**src/rtl/ext_link_pkg.sv**
```systemverilog
// Shared types and helpers for the ext_serial_link endpoint.
// Holds FSM state enums, default frame length and the parity function.
package ext_link_pkg;

  typedef enum logic [2:0] {
    T_IDLE,
    T_START,
    T_DATA,
    T_PARITY,
    T_STOP,
    T_WAIT_ACK
  } tx_state_t;

  typedef enum logic [2:0] {
    R_IDLE,
    R_START,
    R_DATA,
    R_PARITY,
    R_STOP,
    R_ACK
  } rx_state_t;

  localparam int DEF_DATA_W = 8;
  localparam int FRAME_BITS = DEF_DATA_W + 3;

  function automatic int frame_bits(input int dw);
    return dw + 3;
  endfunction

  // Even parity over a zero-extended payload.
  function automatic logic even_parity(input logic [31:0] d);
    return ^d;
  endfunction

endpackage

```
**src/rtl/ext_link_if.sv**
```systemverilog
// Local bus side of ext_serial_link: tx/rx valid-ready handshakes.
// master = local bus agent, slave = link endpoint.
interface ext_link_if #(
  parameter int DATA_W = 8
);
  logic              tx_valid;
  logic              tx_ready;
  logic [DATA_W-1:0] tx_data;
  logic              tx_done;
  logic              tx_fail;
  logic [3:0]        retry_cnt;
  logic              rx_en;
  logic              rx_valid;
  logic              rx_ready;
  logic [DATA_W-1:0] rx_data;
  logic              rx_err;
  logic [7:0]        frame_cnt;

  modport master (
    output tx_valid, tx_data, rx_en, rx_ready,
    input  tx_ready, tx_done, tx_fail, retry_cnt,
    input  rx_valid, rx_data, rx_err, frame_cnt
  );

  modport slave (
    input  tx_valid, tx_data, rx_en, rx_ready,
    output tx_ready, tx_done, tx_fail, retry_cnt,
    output rx_valid, rx_data, rx_err, frame_cnt
  );
endinterface

```
**src/rtl/ext_serial_link_bit_timer.sv**
```systemverilog
// Free-running CLKS_PER_BIT down-counter with bit strobes.
// Ports: clk, reset, restart (reload), half/full strobes.
module bit_timer #(
  parameter int CLKS_PER_BIT = 16
) (
  input  logic clk,
  input  logic reset,
  input  logic restart,
  output logic half,
  output logic full
);
  localparam int CW = $clog2(CLKS_PER_BIT);
  localparam logic [CW-1:0] TOP = CW'(CLKS_PER_BIT - 1);
  localparam logic [CW-1:0] MID = CW'(CLKS_PER_BIT - CLKS_PER_BIT / 2);

  logic [CW-1:0] cnt;

  // full acts one period after restart, half acts CLKS_PER_BIT/2 after.
  assign full = (cnt == '0);
  assign half = (cnt == MID);

  always_ff @(posedge clk or posedge reset) begin
    if (reset) begin
      cnt <= TOP;
    end else if (restart || full) begin
      cnt <= TOP;
    end else begin
      cnt <= cnt - CW'(1);
    end
  end
endmodule

```
**src/rtl/ext_serial_link.sv**
```systemverilog
// Full-duplex serial link endpoint: parity frames, ack, timeout, retry.
// Ports: clk, reset, bus (ext_link_if.slave), tx_line/rx_line, ack_out/ack_in.
module ext_serial_link
  import ext_link_pkg::*;
#(
  parameter int DATA_W       = 8,
  parameter int CLKS_PER_BIT = 16,
  parameter int ACK_TIMEOUT  = 4,
  parameter int MAX_RETRY    = 3
) (
  input  logic      clk,
  input  logic      reset,
  ext_link_if.slave bus,
  output logic      tx_line,
  input  logic      rx_line,
  output logic      ack_out,
  input  logic      ack_in
);
  localparam int TO_W = $clog2(ACK_TIMEOUT + 1);
  localparam logic [5:0] LAST_BIT = 6'(DATA_W - 1);
  localparam logic [TO_W-1:0] TO_LAST = TO_W'(ACK_TIMEOUT - 1);

  logic rx_s1, rx_s2, rx_s3;
  logic ack_s1, ack_s2;

  // Sync flops reset to line idle so no false start edge after reset.
  always_ff @(posedge clk or posedge reset) begin
    if (reset) begin
      rx_s1  <= 1'b1;
      rx_s2  <= 1'b1;
      rx_s3  <= 1'b1;
      ack_s1 <= 1'b0;
      ack_s2 <= 1'b0;
    end else begin
      rx_s1  <= rx_line;
      rx_s2  <= rx_s1;
      rx_s3  <= rx_s2;
      ack_s1 <= ack_in;
      ack_s2 <= ack_s1;
    end
  end

  logic tx_restart, tx_half, tx_full;
  logic rx_restart, rx_half, rx_full;
  logic unused_strobes;

  assign unused_strobes = tx_half ^ rx_full;

  bit_timer #(.CLKS_PER_BIT(CLKS_PER_BIT)) u_tx_timer (
    .clk     (clk),
    .reset   (reset),
    .restart (tx_restart),
    .half    (tx_half),
    .full    (tx_full)
  );

  bit_timer #(.CLKS_PER_BIT(CLKS_PER_BIT)) u_rx_timer (
    .clk     (clk),
    .reset   (reset),
    .restart (rx_restart),
    .half    (rx_half),
    .full    (rx_full)
  );

  tx_state_t         tx_state;
  logic [DATA_W-1:0] tx_word;
  logic [DATA_W-1:0] tx_sh;
  logic              tx_par;
  logic [5:0]        tx_bit;
  logic [TO_W-1:0]   to_cnt;
  logic              accept;

  assign accept = (tx_state == T_IDLE) && bus.tx_valid && bus.tx_ready;
  assign tx_restart = accept;

  always_ff @(posedge clk or posedge reset) begin
    if (reset) begin
      tx_state      <= T_IDLE;
      tx_line       <= 1'b1;
      bus.tx_ready  <= 1'b1;
      bus.tx_done   <= 1'b0;
      bus.tx_fail   <= 1'b0;
      bus.retry_cnt <= '0;
      tx_word       <= '0;
      tx_sh         <= '0;
      tx_par        <= 1'b0;
      tx_bit        <= '0;
      to_cnt        <= '0;
    end else begin
      bus.tx_done <= 1'b0;
      bus.tx_fail <= 1'b0;
      unique case (tx_state)
        T_IDLE: begin
          if (accept) begin
            tx_word       <= bus.tx_data;
            tx_sh         <= bus.tx_data;
            tx_par        <= even_parity(32'(bus.tx_data));
            bus.retry_cnt <= '0;
            bus.tx_ready  <= 1'b0;
            tx_line       <= 1'b0;
            tx_state      <= T_START;
          end
        end
        T_START: begin
          if (tx_full) begin
            tx_line  <= tx_sh[0];
            tx_sh    <= tx_sh >> 1;
            tx_bit   <= '0;
            tx_state <= T_DATA;
          end
        end
        T_DATA: begin
          if (tx_full) begin
            if (tx_bit == LAST_BIT) begin
              tx_line  <= tx_par;
              tx_state <= T_PARITY;
            end else begin
              tx_line <= tx_sh[0];
              tx_sh   <= tx_sh >> 1;
              tx_bit  <= tx_bit + 6'd1;
            end
          end
        end
        T_PARITY: begin
          if (tx_full) begin
            tx_line  <= 1'b1;
            tx_state <= T_STOP;
          end
        end
        T_STOP: begin
          if (tx_full) begin
            to_cnt   <= '0;
            tx_state <= T_WAIT_ACK;
          end
        end
        T_WAIT_ACK: begin
          if (ack_s2) begin
            bus.tx_done  <= 1'b1;
            bus.tx_ready <= 1'b1;
            tx_state     <= T_IDLE;
          end else if (tx_full) begin
            if (to_cnt == TO_LAST) begin
              if (bus.retry_cnt < 4'(MAX_RETRY)) begin
                // Timer just wrapped, so the resend is bit-aligned.
                bus.retry_cnt <= bus.retry_cnt + 4'd1;
                tx_sh         <= tx_word;
                tx_line       <= 1'b0;
                tx_state      <= T_START;
              end else begin
                bus.tx_fail  <= 1'b1;
                bus.tx_ready <= 1'b1;
                tx_state     <= T_IDLE;
              end
            end else begin
              to_cnt <= to_cnt + TO_W'(1);
            end
          end
        end
        default: tx_state <= T_IDLE;
      endcase
    end
  end

  rx_state_t         rx_state;
  logic [DATA_W-1:0] rx_sh;
  logic              rx_par;
  logic [5:0]        rx_bit;
  logic              start_edge;
  logic              rx_good;
  logic              rx_free;

  assign start_edge = (rx_state == R_IDLE) && bus.rx_en && rx_s3 && !rx_s2;
  assign rx_restart = start_edge;
  assign rx_good = rx_s2 && (rx_par == even_parity(32'(rx_sh)));
  // A pop on the same cycle frees the buffer for the incoming word.
  assign rx_free = !bus.rx_valid || bus.rx_ready;

  always_ff @(posedge clk or posedge reset) begin
    if (reset) begin
      rx_state      <= R_IDLE;
      ack_out       <= 1'b0;
      bus.rx_valid  <= 1'b0;
      bus.rx_data   <= '0;
      bus.rx_err    <= 1'b0;
      bus.frame_cnt <= '0;
      rx_sh         <= '0;
      rx_par        <= 1'b0;
      rx_bit        <= '0;
    end else begin
      bus.rx_err <= 1'b0;
      if (bus.rx_valid && bus.rx_ready) begin
        bus.rx_valid <= 1'b0;
      end
      unique case (rx_state)
        R_IDLE: begin
          if (start_edge) begin
            rx_state <= R_START;
          end
        end
        R_START: begin
          if (rx_half) begin
            rx_bit   <= '0;
            rx_state <= rx_s2 ? R_IDLE : R_DATA;
          end
        end
        R_DATA: begin
          if (rx_half) begin
            rx_sh <= DATA_W'({rx_s2, rx_sh} >> 1);
            if (rx_bit == LAST_BIT) begin
              rx_state <= R_PARITY;
            end else begin
              rx_bit <= rx_bit + 6'd1;
            end
          end
        end
        R_PARITY: begin
          if (rx_half) begin
            rx_par   <= rx_s2;
            rx_state <= R_STOP;
          end
        end
        R_STOP: begin
          if (rx_half) begin
            if (!rx_good) begin
              bus.rx_err <= 1'b1;
              rx_state   <= R_IDLE;
            end else if (rx_free) begin
              bus.rx_data   <= rx_sh;
              bus.rx_valid  <= 1'b1;
              bus.frame_cnt <= bus.frame_cnt + 8'd1;
              ack_out       <= 1'b1;
              rx_state      <= R_ACK;
            end else begin
              rx_state <= R_IDLE;
            end
          end
        end
        R_ACK: begin
          if (rx_half) begin
            ack_out  <= 1'b0;
            rx_state <= R_IDLE;
          end
        end
        default: rx_state <= R_IDLE;
      endcase
    end
  end
endmodule

```
**src/flat_wrapper.sv**
```systemverilog
// flat-port wrapper written by rule: the top's interface ports become plain ports
module ext_serial_link_flat import ext_link_pkg::*;
#(
  parameter int DATA_W       = 8,
  parameter int CLKS_PER_BIT = 16,
  parameter int ACK_TIMEOUT  = 4,
  parameter int MAX_RETRY    = 3
)
  (clk, reset, tx_line, rx_line, ack_out, ack_in, bus_tx_valid, bus_tx_data, bus_rx_en, bus_rx_ready, bus_tx_ready, bus_tx_done, bus_tx_fail, bus_retry_cnt, bus_rx_valid, bus_rx_data, bus_rx_err, bus_frame_cnt);
  ext_link_if #(.DATA_W(DATA_W)) bus_i ();
  input  logic clk;
  input  logic reset;
  output logic tx_line;
  input  logic rx_line;
  output logic ack_out;
  input  logic ack_in;
  input wire logic [$bits(bus_i.tx_valid)-1:0] bus_tx_valid;
  input wire logic [$bits(bus_i.tx_data)-1:0] bus_tx_data;
  input wire logic [$bits(bus_i.rx_en)-1:0] bus_rx_en;
  input wire logic [$bits(bus_i.rx_ready)-1:0] bus_rx_ready;
  output wire logic [$bits(bus_i.tx_ready)-1:0] bus_tx_ready;
  output wire logic [$bits(bus_i.tx_done)-1:0] bus_tx_done;
  output wire logic [$bits(bus_i.tx_fail)-1:0] bus_tx_fail;
  output wire logic [$bits(bus_i.retry_cnt)-1:0] bus_retry_cnt;
  output wire logic [$bits(bus_i.rx_valid)-1:0] bus_rx_valid;
  output wire logic [$bits(bus_i.rx_data)-1:0] bus_rx_data;
  output wire logic [$bits(bus_i.rx_err)-1:0] bus_rx_err;
  output wire logic [$bits(bus_i.frame_cnt)-1:0] bus_frame_cnt;
  assign bus_i.tx_valid = bus_tx_valid;
  assign bus_i.tx_data = bus_tx_data;
  assign bus_i.rx_en = bus_rx_en;
  assign bus_i.rx_ready = bus_rx_ready;
  assign bus_tx_ready = bus_i.tx_ready;
  assign bus_tx_done = bus_i.tx_done;
  assign bus_tx_fail = bus_i.tx_fail;
  assign bus_retry_cnt = bus_i.retry_cnt;
  assign bus_rx_valid = bus_i.rx_valid;
  assign bus_rx_data = bus_i.rx_data;
  assign bus_rx_err = bus_i.rx_err;
  assign bus_frame_cnt = bus_i.frame_cnt;
  ext_serial_link #(.DATA_W(DATA_W), .CLKS_PER_BIT(CLKS_PER_BIT), .ACK_TIMEOUT(ACK_TIMEOUT), .MAX_RETRY(MAX_RETRY)) u_core (.clk(clk), .reset(reset), .bus(bus_i), .tx_line(tx_line), .rx_line(rx_line), .ack_out(ack_out), .ack_in(ack_in));
endmodule
```
**config.mk**
```make
export PLATFORM = sky130hd
export DESIGN_NAME = ext_serial_link_flat
export DESIGN_NICKNAME = d
export VERILOG_FILES = /design/src/rtl/ext_link_pkg.sv /design/src/rtl/ext_link_if.sv /design/src/rtl/ext_serial_link_bit_timer.sv /design/src/rtl/ext_serial_link.sv /design/src/flat_wrapper.sv
export SDC_FILE = /design/constraint.sdc
export NUM_CORES = 1
export LEC_CHECK = 0
export BUFFER_PORTS_ARGS = -buffer_cell sky130_fd_sc_hd__buf_2
export CAP_MARGIN = 0
export CORE_UTILIZATION = 30
export DETAILED_ROUTE_END_ITERATION = 16
export PLACE_DENSITY_LB_ADDON = 0.08
export SLEW_MARGIN = 20
export SYNTH_ARGS = -nofsm -noshare
export SYNTH_HDL_FRONTEND = slang
export SYNTH_SLANG_ARGS = --single-unit
```
**constraint.sdc**
```tcl
create_clock -name clk -period 3.9 [get_ports clk]
set_clock_uncertainty 0.2 [all_clocks]
set_input_delay 0.78 -clock clk [delete_from_list [all_inputs] [get_ports clk]]
set_output_delay 0.78 -clock clk [all_outputs]
set_load 0.02 [all_outputs]
```
Word level (Yosys, flattened, before mapping)
Index checks and enable logic that the tools add are counted.
Word-level totals
  logic and storage cells: 201
  output and inout bits: 27
  flip-flop bits (word level): 87
Cells by class
  reductions and logical operators: 39
  equal/unequal tests: 40
  magnitude comparators: 1
  $add $sub $neg: 7
  multiplexer cells: 87
Operators with widths (number)
  $mux W3: 22
  $mux W8: 8
  $reduce_xor A32 Y1: 2
  $mux W6: 6
  $pmux W3 S6: 2
  $mux W1: 33
  $pmux W8 S4: 1
  $mux W4: 7
  $pmux W6 S2: 2
  $ne A2 B1 Y1 const B: 11
  $ne A2 B2 Y1 const B: 11
  $reduce_and A9 Y1: 2
  $eq A3 B2 Y1 const B: 5
  $reduce_and A5 Y1: 3
  $add A6 B1 Y6 const B: 2
  $eq A3 B3 Y1 const B: 4
  $eq A6 B3 Y1 const B: 2
  $reduce_and A4 Y1: 3
  $reduce_bool A2 Y1: 5
  $add A8 B1 Y8 const B: 1
  $logic_not A4 Y1: 2
  $pmux W4 S2: 1
  $reduce_and A8 Y1: 1
  $sub A4 B1 Y4 const B: 2
  other kinds (21): 36

Depth between registers and ports, before layout
  depth after elaboration: 6
  mapped depth: 9
  depth with buffers taken out: 8

Hierarchy
Synthesis repeated with hierarchy kept, for this count alone.
Second synthesis, totals
  cell total of the unflattened synthesis: 398
  area, all modules: 4237.8 sq um
Modules (own cells, without submodules)
  ext_serial_link: area an instance 3812.4 sq um, times used 1, cells an instance 358
  bit_timer: area an instance 212.7 sq um, times used 2, cells an instance 20

Worst setup path after synthesis
Ideal clock, no wire load.
  kind: register -> register
  start point: register u_core.bus.retry_cnt[0]
  end point: register u_core.tx_sh[0]
  path slack: 1592 ps
  arrival time: 1983 ps
  period minus slack after synthesis: 2308 ps
  required time: 3575 ps
  library setup time: 125 ps
  cell stages (with the launch flop): 8
  cell sequence: dfrtp_1 ha_1 or3_1 nor2_1 nand3_1 a21oi_1 nand3_2 mux2_2
On the way
  cells in the longest elaborated chain, start to end: 3
Ends and longest elaborated chain
  start, declared: RTL line ext_link_if.sv:27  | output tx_ready, tx_done, tx_fail, retry_cnt,
  start signal, assigned: RTL line ext_serial_link.sv:145  | bus.retry_cnt <= bus.retry_cnt + 4'd1;
  $lt A4 B2 Y1: RTL line ext_serial_link.sv:143  | if (bus.retry_cnt < 4'(MAX_RETRY)) begin
  $ne A2 B1 Y1 (no line)
  $reduce_and A9 Y1 (no line)
  end signal, assigned: RTL line ext_serial_link.sv:107  | tx_sh <= tx_sh >> 1;
  end signal, assigned: RTL line ext_serial_link.sv:119  | tx_sh <= tx_sh >> 1;
  end signal, assigned: RTL line ext_serial_link.sv:146  | tx_sh <= tx_word;
  end, declared: RTL line ext_serial_link.sv:67  | logic [DATA_W-1:0] tx_sh;
No other way between the ends.
A chain may end at the register's enable or synchronous reset.

Worst setup path in the final report
  start point: register u_core.tx_state[0]
  end point: register u_core.tx_sh[2]
On the way
  cells in the longest elaborated chain, start to end: 5
  elaborated cells between the ends (all ways): 17
Ends and longest elaborated chain
  start, declared: RTL line ext_serial_link.sv:65  | tx_state_t tx_state;
  start signal, assigned: RTL line ext_serial_link.sv:78  | tx_state <= T_IDLE;
  start signal, assigned: RTL line ext_serial_link.sv:101  | tx_state <= T_START;
  start signal, assigned: RTL line ext_serial_link.sv:109  | tx_state <= T_DATA;
  $logic_not A3 Y1: RTL line ext_serial_link.sv:73, ext_serial_link.sv:92
  $logic_and A1 B1 Y1 (2 in a row): RTL line ext_serial_link.sv:73  | assign accept = (tx_state == T_IDLE) && bus.tx_valid && bus.tx_ready;
  $ne A2 B2 Y1 (no line)
  $reduce_and A9 Y1 (no line)
  end signal, assigned: RTL line ext_serial_link.sv:96  | tx_sh <= bus.tx_data;
  end signal, assigned: RTL line ext_serial_link.sv:107
  end signal, assigned: RTL line ext_serial_link.sv:119
Parallel ways exist; a longest one is shown, timed or not.

==> flow_summary_export.csv <==
group,metric,value,unit
outcome,outcome,"completed",
route,routed_wl,9830,um
route,drc,0,
clock_tree,cts_max_path_buffers,2,
synthesis,synth_top_area_share,0.423,
clock_tree,post-cts-setup-buffers,0,
grt,grt_max_degree,52,
worst_setup_path,rrSetupSlack,1190,ps
synthesis,synth-seq-area-share,0.501,
sta,min_period,2710,ps
sta,maxSlewViolCount,0,
sta,setup_ws,1190,ps
grt,grt_pass1_vias,3122,
die,fp.dieH,123,um
die,die-area,15100,um^2
clock_tree,cts_tree,"built",
grt,grt_pass1_wl,16300,um
worst_setup_path,reg2reg_depth,5,
clock_tree,cts_root_buf,"clkbuf_16",
route,drt_iter0_markers,117,
cells_and_area,final_util,0.363,
synthesis,syn-cell-area,4380,um^2
sta,setup_viol,0,
synthesis,synth_seq_cells,87,
cells_and_area,synthToLayoutAreaGrowth,16.5,%
worst_setup_path,cp-end-kind,"flop",
synthesis,synth_top_area_cell,"dfrtp_1",
route,ant_nets,0,
route,vias,3233,
power,power,0.00331,W
power,p_per_area,649,nW/um^2
grt,track_usage,0.142,
synthesis,synthArstFlopShare,1.00,
route,dr.pass1.iters,4,
route,avgRoutedWirePerCell,14.9,um
clock_tree,holdBufCountCts,0,
placed_design,numPortBuffers,41,
synthesis,synth_edf_count,0,
sta,min_period_over_period,0.695,
sta,rsz0062_at_grt,"false",
clock_tree,cts_resized,0,
placed_design,gp_congestion,0.768,
worst_setup_path,setup.worst_path.class,"flop to flop",
die,start_util,0.312,
clock_tree,cts_sinks,87,
worst_hold_path,hold_depth,0,
sta,hold_ws,151,ps
placed_design,dpl.hpwl,6860,um
clock_tree,cts.reportedPaths.clkPinSlew,70,ps
sta,fin_setup_tns,0,ps
die,ioPinCount,42,
synthesis,synth.avg_cell_area,10.1,um^2
worst_hold_path,hp-start,"u_core.ack_s1",
sta,tightest_slew,1010,ps
route,viasPerCell,4.89,
clock_tree,worstSkewPairLatency,340,ps
sta,hold_viol_final,0,
sta,fmax,369,MHz
die,rows,43,
die,core_region_area,14000,um^2
worst_setup_path,regToRegEndpoint,"u_core.tx_sh[2]",
clock_tree,numCtsBuffers,9,
synthesis,syn_inst,434,
job,max_cap_violations,0,
grt,overflow,0,
synthesis,synth_flop_cell,"dfrtp_1",
cells_and_area,drive_gt1_frac,0.249,
cells_and_area,diodes,0,
synthesis,synth_nets,457,
synthesis,ys_types,55,
grt,antenna_found_initial,0,
sta,timing.slew.headroom,0.329,
worst_setup_path,cp_max_fo,36,
worst_setup_path,rr_startpoint,"u_core.tx_state[0]",
power,ir_worst_vdd,199,uV
die,die-width,123,um
placed_design,dp_slack,1190,ps
power,p_leak,2.37,nW
worst_setup_path,startpoint_type,"flop",
worst_hold_path,min_path_type,"flop to flop",
worst_setup_path,cp.arrival,2730,ps
synthesis,yosys_warnings,0,
worst_hold_path,worstHoldEndpoint,"u_core.ack_s2",
synthesis,ys_top_cells_by_area,"dfrtp_1 42%, dfstp_2 7.8%, mux2_2 6.4%",
worst_setup_path,required,3920,ps
clock_tree,h-tree-depth,3,
cells_and_area,fin_nets,499,
-- power by group --
| part | switching, W | internal (W) | leakage (nW) | total, W |
|---|---|---|---|---|
| Sequential | 0.000222 | 0.00114 | 1.11 | 0.00136 |
| Clock | 0.000361 | 0.000534 | 0.149 | 0.000895 |
| Combinational | 0.000575 | 0.000479 | 1.10 | 0.00105 |
-- cells in the final DEF (no fill, tap or decap), types with 7 or more instances in the layout --
cell type and instances:
dfrtp_1 74, nand2_1 67, buf_2 41, o21ai_0 27, nor2_1 25, mux2_2 25, a21oi_1 25, nor3_1 17
xnor2_1 16, dfstp_2 13, inv_1 12, nand3_1 12, nand2b_1 10, o22ai_1 10, clkbuf_16 9, ha_1 8
xor2_1 7, mux2_4 7, buf_4 7
-- cells by family after synthesis --
logic type / Yosys count / share of synthesized area
DFF: 87 / 0.501
buffers and inverters: 30 / 0.0280
and+or+nand+nor: 163 / 0.180
AOI/OAI and AO/OA: 89 / 0.123
adders and majority gates: 8 / 0.0228
xor gates and xnor gates: 25 / 0.0577
muxes: 32 / 0.0882
-- registers in the layout (all words and copies together) (netlist names), 3 cells and up --
signal	count
u_core.u_rx_timer.cnt	4
u_core.tx_word	8
u_core.tx_state	3
u_core.rx_sh	8
u_core.bus.retry_cnt	4
u_core.tx_bit	6
u_core.bus.frame_cnt	8
u_core.rx_bit	6
u_core.bus.rx_data	8
u_core.u_tx_timer.cnt	4
u_core.tx_sh	8
u_core.to_cnt	3
u_core.rx_state	3
-- worst max-delay path, cell delays in order (launching register included) --
cell and delay (ps):
dfrtp_1 1000, nand2_1 400, o22ai_1 260, a21oi_1 130
nand3_2 220, mux2_2 370
-- area by class of cell --
cell class,instances,area (um^2)
Fill cell,1416,8940
Clock inverter,4,55.1
Inverter,13,50.0
Sequential cell,87,2190
Multi-Input combinational cell,317,2070
Clock buffer,12,256
Tap cell,180,225
Timing Repair Buffer,48,258
-- cell usage after synthesis, drive strengths merged, types with 4 or more instances --
cell type and number:
xor2 7, nor2b 4, clkbuf 14, a31oi 4, inv 13, nand4 5, o31ai 6, o21ai 28
o22ai 10, nor2 27, nor3 18, dfstp 13, nand2b 10, ha 8, mux2 32, nand3 14
a21oi 25, nand2 67, xnor2 17, dfrtp 74
-- stage by stage --
stage	instances	area, um^2
2_1_floorplan	434	4380
3_3_place_gp	645	4790
3_5_place_dp	645	4790
4_1_cts	661	5100
5_1_grt	661	5100
6_report	661	5100
-- worst max path at each step --
| stage | start | to | slack (ps) | cells past startpoint |
|---|---|---|---|---|
| global route | u_core.tx_state[0] | u_core.tx_state[1] | 860 | 6 |
| CTS | u_core.tx_state[0] | u_core.bus.retry_cnt[0] | 1180 | 4 |
| finish | u_core.tx_state[0] | u_core.tx_sh[2] | 1190 | 5 |
| global placement | u_core.tx_state[0] | u_core.bus.retry_cnt[0] | 1260 | 4 |
| detailed placement | u_core.tx_state[0] | u_core.bus.retry_cnt[0] | 1190 | 4 |
| floorplan | reset | u_core.ack_out | 690 | 1 |
-- per-layer routing --
layer	track usage	part of all wire	wire [um]	vias up
met4	0.0617	0.017	172	0
li1	-	-	-	1613
met1	0.206	0.51	5010	1559
met2	0.199	0.43	4200	49
met5	0	0	0	-
met3	0.0353	0.046	452	12
Note: power is estimated with default switching activity, not from simulation.
